$ cat src/rtl/bm_lpm_split.sv
// bm_lpm_split: checks and strips a constant tag, buffers payloads in a 2-entry FIFO, counts good and bad words
module bm_lpm_split #(
    parameter int             BITS  = 32,
    parameter int             TAG_W = 8,
    parameter logic [TAG_W-1:0] TAG = 8'h56,
    parameter int             CNT_W = 8
) (
    input  logic                  clock,
    input  logic                  reset_n,
    input  logic [BITS-1:0]       in_word,
    input  logic                  in_valid,
    output logic                  in_ready,
    output logic [BITS-TAG_W-1:0] out_payload,
    output logic                  out_valid,
    input  logic                  out_ready,
    input  logic                  clear,
    output logic                  err_flag,
    output logic [CNT_W-1:0]      err_count,
    output logic [CNT_W-1:0]      good_count
);
    localparam int PW = BITS - TAG_W;

    typedef enum logic [1:0] {EMPTY, ONE, FULL} state_t;

    state_t          r_state, w_next;
    logic [PW-1:0]   r_q0, r_q1;
    logic            r_err_flag;
    logic [CNT_W-1:0] r_err_count, r_good_count;
    logic            w_acc, w_good, w_bad, w_pop;

    assign w_acc  = in_valid & in_ready;
    assign w_good = w_acc & (in_word[BITS-1:PW] == TAG);
    assign w_bad  = w_acc & (in_word[BITS-1:PW] != TAG);
    assign w_pop  = out_valid & out_ready;

    always_ff @(posedge clock or negedge reset_n) begin
        if (!reset_n) r_state <= EMPTY;
        else          r_state <= w_next;
    end

    always_comb begin
        w_next = r_state;
        case (r_state)
            EMPTY:   w_next = w_good ? ONE : EMPTY;
            ONE:     w_next = (w_good & ~w_pop) ? FULL : (~w_good & w_pop) ? EMPTY : ONE;
            FULL:    w_next = w_pop ? ONE : FULL;
            default: w_next = EMPTY;
        endcase
    end

    always_comb begin
        in_ready  = (r_state != FULL);
        out_valid = (r_state != EMPTY);
    end

    // q0 is always the head; a pop from FULL shifts q1 forward
    always_ff @(posedge clock or negedge reset_n) begin
        if (!reset_n) begin
            r_q0 <= '0;
            r_q1 <= '0;
        end else begin
            if (w_good && (r_state == EMPTY || (r_state == ONE && w_pop)))
                r_q0 <= in_word[PW-1:0];
            else if (r_state == FULL && w_pop)
                r_q0 <= r_q1;
            if (w_good && r_state == ONE && !w_pop)
                r_q1 <= in_word[PW-1:0];
        end
    end

    // clear wins over a same-cycle accept; counters saturate at all-ones
    always_ff @(posedge clock or negedge reset_n) begin
        if (!reset_n) begin
            r_err_flag   <= 1'b0;
            r_err_count  <= '0;
            r_good_count <= '0;
        end else if (clear) begin
            r_err_flag   <= 1'b0;
            r_err_count  <= '0;
            r_good_count <= '0;
        end else begin
            if (w_bad) r_err_flag <= 1'b1;
            if (w_bad && r_err_count != '1) r_err_count <= r_err_count + 1'b1;
            if (w_good && r_good_count != '1) r_good_count <= r_good_count + 1'b1;
        end
    end

    assign out_payload = r_q0;
    assign err_flag    = r_err_flag;
    assign err_count   = r_err_count;
    assign good_count  = r_good_count;
endmodule

$ cat config.mk
export PLATFORM = sky130hd
export DESIGN_NAME = bm_lpm_split
export DESIGN_NICKNAME = d
export VERILOG_FILES = /design/src/rtl/bm_lpm_split.sv
export SDC_FILE = /design/constraint.sdc
export NUM_CORES = 1
export LEC_CHECK = 0
export CAP_MARGIN = 10
export CORE_MARGIN = 2
export CORE_UTILIZATION = 30
export CTS_CLUSTER_SIZE = 8
export DETAILED_ROUTE_END_ITERATION = 16
export GPL_ROUTABILITY_DRIVEN = 0
export GPL_TIMING_DRIVEN = 0
export PLACE_DENSITY_LB_ADDON = 0.1
export SYNTH_ARGS = -nofsm -noshare
export SYNTH_HDL_FRONTEND = slang
export SYNTH_SLANG_ARGS = --single-unit
$ cat constraint.sdc
create_clock -name clock -period 2 [get_ports clock]
set_clock_uncertainty 0.2 [all_clocks]
set_input_delay 0.6 -clock clock [delete_from_list [all_inputs] [get_ports clock]]
set_output_delay 0.6 -clock clock [all_outputs]
set_load 0.01 [all_outputs]
==> metrics.txt <==
final setup fails=1; Hold WC Path Type=reg2reg; Worst Setup End Kind=primary output; clock sink count=67; Final Hold Viols=0; register area=0.00168 mm2; CTS Buf Count=9; Skew-Pair Late Insertion Delay=350 ps; initial core utilization=0.306; HPWL Detailed=5360 um; Sw Pwr=686 uW; # diodes=0; reg2reg end=err_count[7]; CP max stage delay=410 ps; setup_tns=-32.4 ps; Area Overhead vs Synth=47.8%; initial antenna violation count=0; worst setup path start=r_state[0]; share of layout cells above drive strength 1=0.251; vias in the first global route=2660; Worst EP arrival=1230 ps; worst vdd ir=0.358 mV; Worst R2R Path Depth=8; critical path class=reg2out; syn nets=294; DP Cell Count=469; Core Box Area=0.0102 mm2; most used cell, CP=buf_6; Die ar.=0.0113 mm2; Pint=2210 uW; DR iter-0 viols=147; crit path capture=out_valid; row count=37; Worst Tran Pin Value=502 ps; Mapped Cells=255; DP Area=0.00415 mm2; CTS root buf=clkbuf_8; clk buf depth=2; sequential area share after synthesis=0.535; total of max-cap violations=0; Die Span Y=106 um; fmax=492 MHz; global-route wire length before repair=13800 um; Flop pwr share=0.483; outcome=finished, violations left; Cell variety after synth=48; fin area=0.00463 mm2; critical-path cell list=buf_6 > or2_4 > buf_6; average routed wire per standard cell=16.2 um; I/O pins=80; DRC Markers=0; Switching Share=0.237; DR vias/cell=5.04; final worst slack=-32.4 ps; largest net degree at the start of global routing=67; Max transition margin=0.665; drt total wl=8420 um; CTS tree=yes; post-place setup slack=-914 ps; count of input and output buffers=77; RR Startpoint=r_state[1]; pwr/cell area=624 mW/mm2; vias=2617; Tmin final=2030 ps; clk slew on worst S/H paths=80 ps; Post-synth top flop=dfrtp_1; EDFF count, synth=0; register bit total from synthesis=67; crit share post-route=1.02; slowest cell on the critical path=dfrtp_1; static leakage=0.00245 uW; Syn Area/Cell=12.3 um2; Comb power frac=0.082; failing checks=setup timing; Clock power frac=0.435; Synth warnings=0; Cell Area, Synth=0.00313 mm2; CTS H-tree lvls=3; area occupied by multi-input gates=0.00142 mm2; RSZ-0062 raised after global routing=yes; Finished Layout Cells=519; Die Wd=106 um; ANT nets after route=0; Remaining Overflow, GRT=0; WHS=274 ps; filler instances=977; WP data required=1200 ps; GRT Total Usage=0.158; Final Slew Violations=0; ys async rst share=1.00; flop2flop setup slack=80 ps; DRT Pass-1 Iters=4; Final Net Count=417; crit start category=flop; Worst Path Max Fanout=2
-- Yosys cell counts, types with 2 or more instances --
master    instances  area share
nand4_1           3      0.0060
nand2_1           9       0.011
nor2_1            8      0.0096
nor3_1            9       0.014
mux2_2            6       0.022
dfrtp_1          67        0.53
mux2_1           19       0.068
or4_1             2      0.0048
mux2i_1           2      0.0064
and4bb_2          2      0.0080
inv_1             5      0.0060
a41oi_1           4       0.011
nor4_1            3      0.0060
clkbuf_1          5      0.0060
or3_1             2      0.0040
and3_1            4      0.0080
a21oi_1           9       0.014
o31ai_1           2      0.0048
nor4b_1           2      0.0056
a22o_1           24       0.067
nand3_1           6      0.0096
a21o_1           25       0.060
ha_1              2      0.0080
nand2b_1          2      0.0040
buf_6             6       0.022
o21ai_0           5      0.0080
-- layout make-up --
cell class | count | area share
flip-flops and latches | 67 | 0.363
clock buffers | 9 | 0.0267
clock inverters | 7 | 0.0197
multi-input cells | 171 | 0.307
plain buffers | 12 | 0.0257
inverters | 5 | 0.00405
repair buffers | 112 | 0.217
well taps | 136 | 0.0367
-- worst min-delay path by stage --
stage | startpoint | endpoint | slack, ps | cells past startpoint
6_report | out_payload[12] | out_payload[12] | 270 | 1
5_1_grt | out_payload[7] | out_payload[7] | 290 | 1
4_1_cts | out_payload[12] | out_payload[12] | 280 | 1
3_5_place_dp | reset_n | out_payload[7] | 200 | 1
3_3_place_gp | out_payload[5] | out_payload[5] | 260 | 1
2_1_floorplan | reset_n | err_count[0] | 100 | 0
-- layer usage --
metal	track usage	up-vias	share of wire
met2	0.247	68	0.47
met1	0.205	1307	0.46
li1	-	1226	-
met4	0.0592	0	0.020
met3	0.0503	16	0.053
met5	0	-	0
-- critical path: cells and delay by family, from the launching register on --
kind                   cells  cell delay (ps)
buffers and inverters      2              260
DFF                        1              410
and+or+nand+nor            1              230
-- registers in the layout, indices dropped and copies added (netlist names) --
name / flops
out_payload: 24
r_q1: 24
good_count: 8
err_flag: 1
r_state: 2
err_count: 8
-- power by group through the flow --
stage | registers (uW) | logic, uW | clock network (uW)
after floorplan | 1440 | 55.2 | 0
after global placement | 1430 | 244 | 0
after detailed placement | 1430 | 252 | 0
after CTS | 1400 | 242 | 1290
after global routing | 1400 | 259 | 1370
final | 1400 | 237 | 1260
-- cell families (layout without fill, tap and decap cells) --
group           Yosys count  in the layout  share of synthesized area
buf+inv                  17            145                     0.0359
compound gates           79             79                      0.194
flops                    67             67                      0.535
simple gates             63             63                      0.131
fa+ha+maj                 2              2                    0.00798
mux                      27             27                     0.0962
-- stage by stage --
| step | util | total power (uW) |
|---|---|---|
| after CTS | 0.451 | 2930 |
| after detailed placement | 0.405 | 1680 |
| after global routing | 0.453 | 3030 |
| after global placement | 0.403 | 1670 |
| final | 0.453 | 2890 |
| after floorplan | - | 1490 |
-- layout by cell type, fill, tap and decap left out, types with 3 or more instances in the layout --
cell type and n:
a21oi_1 9, clkinv_2 3, clkdlybuf4s50_1 24, nand2_1 9, mux2_1 17, nor2_1 7
a21o_1 25, nand3_1 6, a22o_1 24, buf_6 15, nor3_1 8, o21ai_0 5
dlygate4sd2_1 42, buf_2 9, dfrtp_1 64, inv_1 5, clkbuf_8 10, mux2_2 6
buf_4 25, dfrtp_2 3, nand4_1 3, nor4_1 3, and3_1 4, a41oi_1 4
-- repair_timing --
action,CTS,global route
endpoints found under the hold margin,1,0
pin swaps,5,5
endpoints found under the setup margin,104,40
resized for setup,106,4
hold buffers,1,0
setup buffers,29,1
cloned,2,1
No activity file was read; power rests on OpenSTA's default activity.
